--- config.mk ---
export PLATFORM = sky130hd
export DESIGN_NAME = spi_slave_rx
export DESIGN_NICKNAME = d
export VERILOG_FILES = /design/src/rtl/spi_slave_rx.sv
export SDC_FILE = /design/constraint.sdc
export NUM_CORES = 1
export LEC_CHECK = 0
export BUFFER_PORTS_ARGS = -buffer_cell sky130_fd_sc_hd__buf_2
export CAP_MARGIN = 10
export CORE_MARGIN = 2
export CORE_UTILIZATION = 47
export CTS_BUF_LIST = sky130_fd_sc_hd__clkbuf_16
export DETAILED_ROUTE_END_ITERATION = 16
export PLACE_DENSITY_LB_ADDON = 0.08
export SETUP_SLACK_MARGIN = 0.02
export SLEW_MARGIN = 15
export SYNTH_ARGS = -nofsm -noshare
export SYNTH_HDL_FRONTEND = slang
export SYNTH_SLANG_ARGS = --single-unit
export TNS_END_PERCENT = 100
--- constraint.sdc ---
create_clock -name clk -period 2.95 [get_ports clk]
set_clock_uncertainty 0.15 [all_clocks]
set_input_delay 0.4425 -clock clk [delete_from_list [all_inputs] [get_ports clk]]
set_output_delay 0.4425 -clock clk [all_outputs]
set_load 0.005 [all_outputs]
--- src/rtl/spi_slave_rx.sv ---
// SPI mode-0 slave: oversampled pins, MSB-first words, truncated-frame flag, response word on MISO.
// Events act SYNC_STAGES+1 clk edges after the pin change; no backpressure, rx_valid/frame_err are 1-cycle pulses.
module spi_slave_rx #(
  parameter int DATA_W      = 8,
  parameter int SYNC_STAGES = 2
) (
  input  logic              clk,
  input  logic              reset_n,
  input  logic              spi_sclk,
  input  logic              spi_mosi,
  input  logic              spi_cs,
  output logic              spi_miso,
  input  logic [DATA_W-1:0] tx_data,
  output logic [DATA_W-1:0] rx_data,
  output logic              rx_valid,
  output logic              frame_err,
  output logic              busy
);

  localparam int CNT_W = $clog2(DATA_W);
  localparam int LAST  = SYNC_STAGES - 1;

  typedef enum logic {IDLE, ACTIVE} state_t;

  logic [SYNC_STAGES-1:0] sclk_sync, mosi_sync, cs_sync, fill;
  logic                   sclk_d, cs_d;

  always_ff @(posedge clk or negedge reset_n) begin
    if (!reset_n) begin
      sclk_sync <= '0;
      mosi_sync <= '0;
      cs_sync   <= '1;
      fill      <= '0;
      sclk_d    <= 1'b0;
      cs_d      <= 1'b1;
    end else begin
      sclk_sync <= {sclk_sync[SYNC_STAGES-2:0], spi_sclk};
      mosi_sync <= {mosi_sync[SYNC_STAGES-2:0], spi_mosi};
      cs_sync   <= {cs_sync[SYNC_STAGES-2:0], spi_cs};
      fill      <= {fill[SYNC_STAGES-2:0], 1'b1};
      sclk_d    <= sclk_sync[LAST];
      cs_d      <= cs_sync[LAST];
    end
  end

  logic sclk_s, mosi_s, cs_s;
  logic sck_rise, sck_fall, cs_fall, cs_rise;

  assign sclk_s   = sclk_sync[LAST];
  assign mosi_s   = mosi_sync[LAST];
  assign cs_s     = cs_sync[LAST];
  assign sck_rise =  sclk_s & ~sclk_d;
  assign sck_fall = ~sclk_s &  sclk_d;
  assign cs_fall  = ~cs_s   &  cs_d;
  assign cs_rise  =  cs_s   & ~cs_d;

  state_t            state, state_n;
  logic              armed, armed_n;
  logic [CNT_W-1:0]  bit_cnt, bit_cnt_n;
  logic [DATA_W-2:0] rx_shift, rx_shift_n;
  logic [DATA_W-2:0] tx_shift, tx_shift_n;
  logic [DATA_W-1:0] rx_data_n;
  logic              miso_n, rx_valid_n, frame_err_n;

  always_ff @(posedge clk or negedge reset_n) begin
    if (!reset_n) begin
      state     <= IDLE;
      armed     <= 1'b0;
      bit_cnt   <= '0;
      rx_shift  <= '0;
      tx_shift  <= '0;
      rx_data   <= '0;
      spi_miso  <= 1'b0;
      rx_valid  <= 1'b0;
      frame_err <= 1'b0;
    end else begin
      state     <= state_n;
      armed     <= armed_n;
      bit_cnt   <= bit_cnt_n;
      rx_shift  <= rx_shift_n;
      tx_shift  <= tx_shift_n;
      rx_data   <= rx_data_n;
      spi_miso  <= miso_n;
      rx_valid  <= rx_valid_n;
      frame_err <= frame_err_n;
    end
  end

  always_comb begin
    state_n     = state;
    // Synchroniser still holds reset values until fill completes; only trust cs after that.
    armed_n     = armed | (fill[LAST] & cs_s);
    bit_cnt_n   = bit_cnt;
    rx_shift_n  = rx_shift;
    tx_shift_n  = tx_shift;
    rx_data_n   = rx_data;
    miso_n      = spi_miso;
    rx_valid_n  = 1'b0;
    frame_err_n = 1'b0;
    case (state)
      IDLE: begin
        if (cs_fall && armed) begin
          state_n    = ACTIVE;
          bit_cnt_n  = '0;
          tx_shift_n = tx_data[DATA_W-2:0];
          miso_n     = tx_data[DATA_W-1];
        end
      end
      ACTIVE: begin
        if (sck_rise) begin
          rx_shift_n = {rx_shift[DATA_W-3+1:0], mosi_s} >> 0;
          if (bit_cnt == CNT_W'(DATA_W - 1)) begin
            rx_data_n  = {rx_shift, mosi_s};
            rx_valid_n = 1'b1;
            bit_cnt_n  = '0;
          end else begin
            bit_cnt_n = bit_cnt + CNT_W'(1);
          end
        end
        if (sck_fall) begin
          if (bit_cnt != '0) begin
            miso_n     = tx_shift[DATA_W-2];
            tx_shift_n = tx_shift << 1;
          end else begin
            miso_n     = tx_data[DATA_W-1];
            tx_shift_n = tx_data[DATA_W-2:0];
          end
        end
        // Uses the post-rise count so a word completing on this cycle is not an error.
        if (cs_rise) begin
          state_n     = IDLE;
          miso_n      = 1'b0;
          frame_err_n = (bit_cnt_n != '0);
          bit_cnt_n   = '0;
        end
      end
      default: state_n = IDLE;
    endcase
  end

  assign busy = (state == ACTIVE);

endmodule

==> summary.md, run 1 <==
| Metric | Value |
|---|---|
| Total number of yosys warnings | `0` |
| Power density over the cells | `768 mW/mm2` |
| Slew @ Worst Pin | `between 800 and 900 ps` |
| Number of top-level design ports | `25` |
| Antenna viol nets, final | `0` |
| Worst Path Arrival | `about 1100 ps` |
| X dimension of the die | `roughly 62 um` |
| Largest cells by area after synthesis | `dfrtp_1 58%, mux2_2 11%, dfstp_2 4.9%` |
| Synth Flop Type | `dfrtp_1` |
| Minimum setup slack after placement | `approximately 1300 ps` |
| Run status | `finished clean` |
| Hold Vio Cnt, Final | `0` |
| Per-instance average area after synthesis | `approximately 14 um2` |
| Number of resized instances in the post-cts repair step | `0` |
| Most common library cells after synthesis | `37 x dfrtp_1, 15 x mux2_2, 9 x nor2_1` |
| GR Overflow Total | `0` |
| TritonCTS buffer count | `5` |
| Count of placed standard cells in the final layout, fillers left out | `193` |
| Netlist area before placement | `approximately 0.0016 mm2` |
| Final count of pins violating max slew | `0` |
| Biggest cell delay along the critical path | `about 650 ps` |
| Startpoint type of the worst setup path | `register` |
| Share of the clock period used by the worst path after layout | `between 50% and 60%` |
| Overall routing resource usage | `between 15 and 20%` |
| Clock tree buffer depth | `2` |
| Row Count | `21` |
| Max Clock Freq | `580 MHz` |
| Count of different cell masters after synthesis | `31` |
| DP Wirelength | `roughly 1700 um` |
| Critical path class | `register to primary output` |
| Total number of vias | `slightly below 1000` |
| Share of layout cells above drive strength 1 | `a little under two fifths` |
| Tightest Hold Check Type | `input pin to async pin` |
| Cell with the most instances after synthesis | `dfrtp_1` |
| Maximum number of pins on one net before global-route repair | `41` |
| Max-slew headroom | `between 40% and 50%` |
| Core box area | `between 0.003 and 0.004 mm2` |
| Maximum capacitance violations | `0` |
| Post-synthesis sequential area ratio | `around 63%` |
| Leading area contributor after synthesis | `dfrtp_1` |
| Post-detailed-route via-to-cell ratio | `5.04` |
| Total of flip-flops plus latches after synthesis | `40` |
| Number of cells in the design after placement | `between 150 and 200` |
| First drt pass iteration count | `4` |
| Sequential cell area | `roughly 0.001 mm2` |
| Maximum fanout count along the critical path | `16` |
| Wirelength per Cell | `12.6 um` |
| Post-CTS setup buffers | `0` |
| Setup-failing EPs final | `0` |
| Chip height | `62.4 um` |
| Starting density of the core | `approximately 48%` |
| Signed area change from the synthesized netlist to the final layout | `19.0%` |
| Synthesized instance count | `~120` |
| Clock root buffer master | `clkbuf_16` |
| Total inserted antenna cells | `0` |
| Buffer and inverter count on the worst path | `1` |
| DRT iter0 DRCs | `56` |
| CTS H-tree lvls | `2` |
| Setup TNS Final | `0 ps` |
| Critical path's top delay family | `flip-flops` |
| Mapped Nets | `approximately 130` |
| Setup repair after global routing missed its margin | `false` |
| Multi-input gate area | `approximately 550 um2` |
| CTS sink cnt | `40` |
| Required time at the worst-slack endpoint | `2360 ps` |
| Global-route wire length before repair | `between 4000 and 5000 um` |
| Critical-path cell with the highest stage delay | `dfrtp_1` |
| CP Cell Sequence | `buf_2` |
| Number of inserted filler cells in the final layout | `around 290` |
| Area of the die | `around 0.004 mm2` |
| Reg clk slew, reported paths | `approximately 60 ps` |
| Leakage Power | `roughly 0.98 nW` |
| Peak supply drop | `between 0.3 and 0.4 mV` |
| Worst setup EP type | `primary output` |
| Number of hold buffers added after cts | `0` |
| Initial antenna violation count | `0` |
| Total Routed Length | `2430 um` |
| Async S/R FF share, synth | `100%` |
| Count of input and output buffers | `24` |
| Worst-Skew Late Latency | `280 ps` |
| Share of Yosys cell area claimed by the top area cell type | `57.8%` |
| Number of enable-type register cells in the synthesized netlist | `0` |
| Layout net count | `roughly 160` |
| Clock tree from TritonCTS | `yes` |
| DRC | `0` |
| Number of global-route vias before repair | `between 1000 and 1500` |
| Clock period minus final worst setup slack | `1720 ps` |
| Global placement routability congestion | `0.723` |
| Setup slack after layout | `1230 ps` |
## path summary, 6_finish.rpt
path / startpoint / endpoint / slack (ps) / cells past startpoint
setup / recovery: busy / busy / 1230 / 1
hold / removal: reset_n / tx_shift[4] / 120 / 1
setup reg to reg: bit_cnt[0] / rx_data[3] / 1280 / 4
hold reg to reg: sclk_sync[0] / sclk_sync[1] / 200 / 0
max in group asynchronous: reset_n / bit_cnt[1] / 2010 / 1
min in group clk: spi_mosi / mosi_sync[0] / 120 / 1
## cell families (layout without fill, tap and decap cells)
logic type | count (synthesis) | count (layout) | synth area share [%]
flip-flops | 40 | 40 | 62.7
AND/OR/NAND/NOR | 24 | 24 | 8.04
AO/OA/AOI/OAI | 22 | 22 | 9.13
multiplexers | 21 | 21 | 14.3
buffers and inverters | 7 | 36 | 3.28
adder cells (fa/ha/maj) | 3 | 3 | 2.34
other | 1 | 1 | 0.234
## stage by stage
stage / util [%] / cell area (um2) / power, mW / hold slack, ps
global placement: 52.6 / 1740 / 0.879 / 183
CTS: 57.6 / 1910 / 1.49 / 112
detailed placement: 52.6 / 1740 / 0.892 / 185
global route: 57.6 / 1910 / 1.55 / 111
floorplan: - / 1600 / 0.839 / -3.09
finish: 57.6 / 1910 / 1.47 / 119
## metal layers
layer | vias to the layer above | global-route usage [%] | wire, um | part of all wire [%]
met5 | - | 0 | 0 | 0
met4 | 0 | 6.67 | 43 | 1.8
met3 | 6 | 5.95 | 134 | 5.5
met2 | 28 | 24.0 | 1170 | 48
met1 | 470 | 18.9 | 1090 | 45
li1 | 468 | - | - | -
## layout make-up
type	count	share of cell area, %
clock buffer	5	6.56
clock inverter	3	2.03
inverter	4	0.787
multi-input combinational	71	28.6
sequential	40	52.7
tap	46	3.02
timing repair buffer	24	6.30
## state kept, by name (all words and copies together), names as in the netlist, 2 cells and up
signal and flops:
tx_shift 7, rx_data 8, bit_cnt 3, cs_sync 2, fill 2, rx_shift 7
mosi_sync 2, sclk_sync 2
## layout by cell type (no fill, tap or decap), drive strengths merged
cell / count
dfrtp: 37
buf: 24
mux2: 15
nor2: 9
a21oi: 8
mux2i: 6
nand2: 6
inv: 5
clkbuf: 5
o21ai: 4
a22o: 3
ha: 3
dfstp: 3
o31a: 2
nor2b: 2
nand3: 2
a21o: 1
nor3: 1
nor4: 1
and2b: 1
a211oi: 1
a32o: 1
nand2b: 1
nand3b: 1
o311ai: 1
o31ai: 1
clkinv: 1
bufinv: 1
conb: 1
## where the power goes
part	internal, mW	switching, mW	leakage (nW)
combinational	0.0952	0.0808	0.401
sequential	0.640	0.0604	0.491
clock	0.394	0.196	0.0850
Power figures use the tool's default switching activity.
==> inputs of run 2 (changes only) <==
- clock period: 2.95 -> 1.4 ns (I/O delays scaled with it)
==> run 2 against run 1 <==
The flow now finishes with violations (negative setup slack). Sequential power is 110% higher. First-iteration DRC count is 43% lower. Combinational power grew to 3.5 times the previous value. Largest power group unchanged. Highest routed layer unchanged.
==> summary.md, run 2 (same netlist as run 1, synthesis figures left out) <==
| Metric | Value |
|---|---|
| Run status | `complete, but fails checks` |
| Violations in the final reports | `negative setup slack` |
| Maximum capacitance violations | `0` |
| Number of flip-flops in the largest register | `8` |
| X dimension of the die | `just over 60 um` |
| Reg clk slew, reported paths | `~60 ps` |
| Minimum setup slack after placement | `-122 ps` |
| CP Cell Sequence | `and2b_1 -> o21ai_2 -> o31a_1 -> a22o_1` |
| Hold Vio Cnt, Final | `0` |
| Clock root buffer master | `clkbuf_16` |
| Total Routed Length | `between 3000 and 4000 um` |
| Maximum fanout count along the critical path | `4` |
| Wirelength per Cell | `~14 um` |
| Total inserted antenna cells | `0` |
| Share of the clock period used by the worst path after layout | `107%` |
| Overall routing resource usage | `between 10% and 20%` |
| Core box area | `0.00331 mm2` |
| CTS H-tree lvls | `2` |
| DRT iter0 DRCs | `32` |
| Number of top-level design ports | `25` |
| First drt pass iteration count | `4` |
| Row Count | `21` |
| CTS sink cnt | `40` |
| Signed area change from the synthesized netlist to the final layout | `46.9%` |
| Share of layout cells above drive strength 1 | `roughly 54%` |
| Worst Path Arrival | `around 1600 ps` |
| Layout net count | `~190` |
| Total number of vias | `about 1100` |
| Setup repair after global routing missed its margin | `true` |
| Leakage Power | `1.18 nW` |
| Biggest cell delay along the critical path | `around 560 ps` |
| Largest registers | `rx_data (8), rx_shift (7), tx_shift (7)` |
| Tightest Hold Check Type | `input pin to register` |
| Power density over the cells | `~1400 mW/mm2` |
| Global-route wire length before repair | `5320 um` |
| Antenna viol nets, final | `0` |
| Critical path class | `register to register` |
| Initial antenna violation count | `0` |
| GR Overflow Total | `0` |
| Commonest non-fill, non-tap cell in the layout | `dfrtp_1` |
| Utilization after layout | `between 70 and 80%` |
| Reg with most FFs | `rx_data` |
| Final count of pins violating max slew | `0` |
| Required time at the worst-slack endpoint | `1470 ps` |
| Setup-failing EPs final | `21` |
| Max Clock Freq | `around 670 MHz` |
| Worst-Skew Late Latency | `around 280 ps` |
| Clock period minus final worst setup slack | `1490 ps` |
| DRC | `0` |
| DP Wirelength | `around 1900 um` |
| Count of input and output buffers | `24` |
| Chip height | `approximately 62 um` |
| Clock tree buffer depth | `2` |
| Peak supply drop | `about 0.91 mV` |
| Critical path's top delay family | `flip-flops` |
| Setup TNS Final | `-1400 ps` |
| Global placement routability congestion | `around 0.82` |
| Worst setup EP type | `register` |
| Setup slack after layout | `-93.8 ps` |
| TritonCTS buffer count | `5` |
| Buffer and inverter count on the worst path | `0` |
| Maximum number of pins on one net before global-route repair | `23` |
| Most used cells in the layout excluding fill and tap cells | `36 x dfrtp_1, 23 x buf_2, 19 x buf_4, 8 x a21oi_1, 8 x mux2_4` |
| Number of global-route vias before repair | `between 1000 and 1500` |
| Worst Hold Launch | `tx_data[0]` |
| Starting density of the core | `between 40% and 50%` |
| Area of the die | `approximately 0.0039 mm2` |
| Critical Path Source | `cs_d` |
| Startpoint type of the worst setup path | `register` |
| Reg-to-reg startpoint | `cs_d` |
| Post-detailed-route via-to-cell ratio | `between 5 and 6` |
| Critical-path cell with the highest stage delay | `dfstp_2` |
| Clock tree from TritonCTS | `yes` |
run 2: changes by cell type in the layout (fill, tap and decap cells not counted), sizes merged:
cell / previous run / this run
clkinv: 1 / 2
nand3: 2 / 3
inv: 5 / 4
buf: 24 / 50
clkbuf: 5 / 6
dlygate4sd3: 0 / 4
run 2: cell type report:
type                       instances  area [um2]
fill                             237         956
clock inverter                     3        42.5
timing repair buffer              55         439
inverter                           4        15.0
tap                               46        57.6
multi-input combinational         72         669
sequential                        40        1010
clock buffer                       5         125
run 2: worst register-to-register path, stage by stage (launching register included):
cell and delay [ps]:
dfstp_2 560, and2b_1 240, o21ai_2 120, o31a_1 200
a22o_1 150
run 2: repair_timing:
item / in CTS / in global routing
hold endpoints to repair: 18 / 0
gates cloned: 1 / 1
gates resized for setup: 14 / 14
setup endpoints to repair: 28 / 28
pin swaps: 9 / 9
buffers inserted: 8 / 2
hold buffers: 4 / 0
run 2: routing by layer:
metal,vias up,routed length [um],global-route usage [%]
met1,555,1370,22.5
met3,10,128,4.86
li1,536,-,-
met5,-,0,0
met2,25,1600,28.4
met4,0,94,8.89
run 2: per-stage QoR:
step | hold slack [ps] | total power, mW | std cells | area, um2
floorplan | -236 | 1.77 | 118 | 1630
finish | 36.3 | 3.38 | 225 | 2350
detailed placement | 27.2 | 1.96 | 201 | 1900
CTS | 16.4 | 3.33 | 222 | 2260
global route | 55.3 | 3.55 | 225 | 2350
global placement | 20.6 | 1.94 | 201 | 1900
run 2: worst paths after layout:
| check | end | slack [ps] | depth (start not counted) |
|---|---|---|---|
| hold / removal | tx_shift[0] | 40 | 3 |
| max in group asynchronous | rx_shift[2] | 390 | 3 |
| setup reg to reg | bit_cnt[1] | -90 | 4 |
| hold reg to reg | sclk_sync[1] | 200 | 0 |
| min in group asynchronous | sclk_sync[0] | 260 | 2 |
| setup / recovery | bit_cnt[1] | -90 | 4 |
run 2: power by group:
part | switching [mW] | internal (mW) | total [mW] | leakage, nW
clock | 0.437 | 0.836 | 1.27 | 0.0814
sequential | 0.129 | 1.35 | 1.48 | 0.490
combinational | 0.255 | 0.368 | 0.624 | 0.610
total | 0.822 | 2.55 | 3.38 | 1.18
==> inputs of run 3 (changes only) <==
- clock period: 1.4 -> 1.7 ns (I/O delays scaled with it)
==> run 3 against run 2 <==
The run now ends clean. Non-clock buffer count fell by 24. Critical path depth did not move. Combinational power fell by 43%. Register-to-register slack improved by 170 ps. Sequential power fell by 18%. Setup slack improved by 170 ps. Sequential share of layout area rose by 8.3 points. First-iteration DRC count fell by 34%. Flip-flop and latch count did not move. Fmax fell by 8.1%. Final area fell by 16%.
==> summary.md, run 3 (same netlist as run 1, synthesis figures left out) <==
| Metric | Value |
|---|---|
| Run status | `finished clean` |
| Row Count | `21` |
| Setup slack after layout | `74.4 ps` |
| Clock tree buffer depth | `2` |
| Starting density of the core | `48.4%` |
| Global-route wire length before repair | `~4800 um` |
| Final count of pins violating max slew | `0` |
| Reg-to-reg startpoint | `bit_cnt[1]` |
| Signed area change from the synthesized netlist to the final layout | `23.1%` |
| End of the worst register-to-register path | `rx_data[2]` |
| Post-detailed-route via-to-cell ratio | `approximately 5` |
| Share of the clock period used by the worst path after layout | `around 96%` |
| Worst-Skew Late Latency | `280 ps` |
| CTS sink cnt | `40` |
| X dimension of the die | `between 60 and 70 um` |
| Initial antenna violation count | `0` |
| First drt pass iteration count | `4` |
| Leakage Power | `between 1 and 1.5 nW` |
| Hold Vio Cnt, Final | `0` |
| Critical Path Source | `bit_cnt[1]` |
| Total Routed Length | `2760 um` |
| Clock root buffer master | `clkbuf_16` |
| Sequential share of power | `between 50% and 60%` |
| Chip height | `between 60 and 70 um` |
| Total power | `roughly 2.4 mW` |
| Largest registers | `rx_data (8), rx_shift (7), tx_shift (7)` |
| Share of layout cells above drive strength 1 | `about 38%` |
| Overall routing resource usage | `~16%` |
| Switching pwr | `0.599 mW` |
| Tightest Hold Check Type | `input pin to register` |
| Commonest non-fill, non-tap cell in the layout | `dfrtp_1` |
| Critical path class | `register to register` |
| Setup-failing EPs final | `0` |
| Antenna viol nets, final | `0` |
| Portion of total power attributed to combinational logic | `between 10% and 20%` |
| Worst Hold Launch | `tx_data[0]` |
| Post-CTS setup buffers | `0` |
| Power density over the cells | `between 1000 and 1500 mW/mm2` |
| Clock period minus final worst setup slack | `~1600 ps` |
| Reg clk slew, reported paths | `~60 ps` |
| DRT iter0 DRCs | `21` |
| Maximum fanout count along the critical path | `9` |
| Maximum capacitance violations | `0` |
| Internal portion of total power | `1.83 mW` |
| Startpoint type of the worst setup path | `register` |
| Worst setup EP type | `register` |
| Worst Path Arrival | `1630 ps` |
| Max Clock Freq | `a little over 600 MHz` |
| Global placement routability congestion | `about 0.76` |
| Number of global-route vias before repair | `between 900 and 1000` |
| Area of the die | `0.00389 mm2` |
| Cell depth of the worst flop-to-flop path | `4` |
| CTS H-tree lvls | `2` |
| Minimum setup slack after placement | `around 54 ps` |
| Clock share of power | `a little over a third` |
| Setup repair after global routing missed its margin | `false` |
| Wirelength per Cell | `roughly 14 um` |
| End point of the critical path | `rx_data[2]` |
| Number of top-level design ports | `25` |
| Fraction of power spent switching nets | `about a quarter` |
| Most used cells in the layout excluding fill and tap cells | `36 x dfrtp_1, 24 x buf_2, 15 x mux2_2, 9 x nor2_1, 8 x a21oi_1` |
| Required time at the worst-slack endpoint | `1700 ps` |
| TritonCTS buffer count | `5` |
| GR Overflow Total | `0` |
| Reg with most FFs | `rx_data` |
| Hold path depth | `3` |
| Total inserted antenna cells | `0` |
| Total number of vias | `between 900 and 1000` |
| DRC | `0` |
| DP Wirelength | `roughly 1800 um` |
| Core box area | `roughly 0.0033 mm2` |
| Maximum number of pins on one net before global-route repair | `22` |
| Internal reg-to-reg setup slack | `roughly 74 ps` |
| Clock tree from TritonCTS | `yes` |
| Layout net count | `around 170` |
| Setup TNS Final | `0 ps` |
| Count of input and output buffers | `24` |
| Number of flip-flops in the largest register | `8` |
| Peak supply drop | `0.777 mV` |
[run 3: cell count changes in the layout (fill, tap and decap cells not counted), moves of 3 or more]
cell,change
nor2_1,+4
nor2_2,-3
buf_6,-5
mux2_2,+8
mux2_4,-8
buf_4,-17
[run 3: power by group through the flow]
stage               Sequential (mW)  Clock [mW]  Combinational (mW)
floorplan                      1.20           0               0.260
global placement               1.22           0               0.323
detailed placement             1.23           0               0.335
CTS                            1.22       0.882               0.349
global route                   1.24       0.924               0.409
finish                         1.22       0.855               0.356
[run 3: layout make-up]
class / count / area, um2
Timing Repair Buffer: 31 / 195
Inverter: 4 / 15.0
Tap cell: 46 / 57.6
Multi-Input combinational cell: 71 / 566
Clock buffer: 5 / 125
Sequential cell: 40 / 1010
Fill cell: 279 / 1340
Clock inverter: 2 / 8.76
[run 3: repair_timing]
item                                    CTS  global route
endpoints found under the hold margin    20             0
gates resized for setup                   0             4
hold buffers                              4             0
endpoints found under the setup margin    0            12
[run 3: critical path, cell delays in order, from the launching register on]
cell,delay [ps]
dfrtp_1,420
ha_1,200
ha_1,230
nand3_4,160
mux2_2,360
[run 3: per-stage QoR]
step                      instance area, um2  hold WS (ps)  cells  utilization (%)
after global placement                  1780          85.5    188             53.7
after global routing                    1970          85.7    199             59.6
after floorplan                         1600          -191    118                -
final                                   1970          64.5    199             59.6
after detailed placement                1780          90.3    188             53.7
after CTS                               1950          64.3    199             59.0
[run 3: routing by layer]
| layer | track usage, % | up-vias | share of wire [%] |
|---|---|---|---|
| li1 | - | 485 | - |
| met4 | 7.50 | 0 | 1.7 |
| met5 | 0 | - | 0 |
| met2 | 25.8 | 20 | 48 |
| met1 | 20.5 | 481 | 46 |
| met3 | 5.05 | 4 | 4.4 |
[run 3: worst min-delay path by stage]
stage / endpoint / slack [ps]
floorplan: armed / -190
global placement: busy / 90
detailed placement: busy / 90
CTS: tx_shift[0] / 60
global route: tx_shift[0] / 90
finish: tx_shift[0] / 60
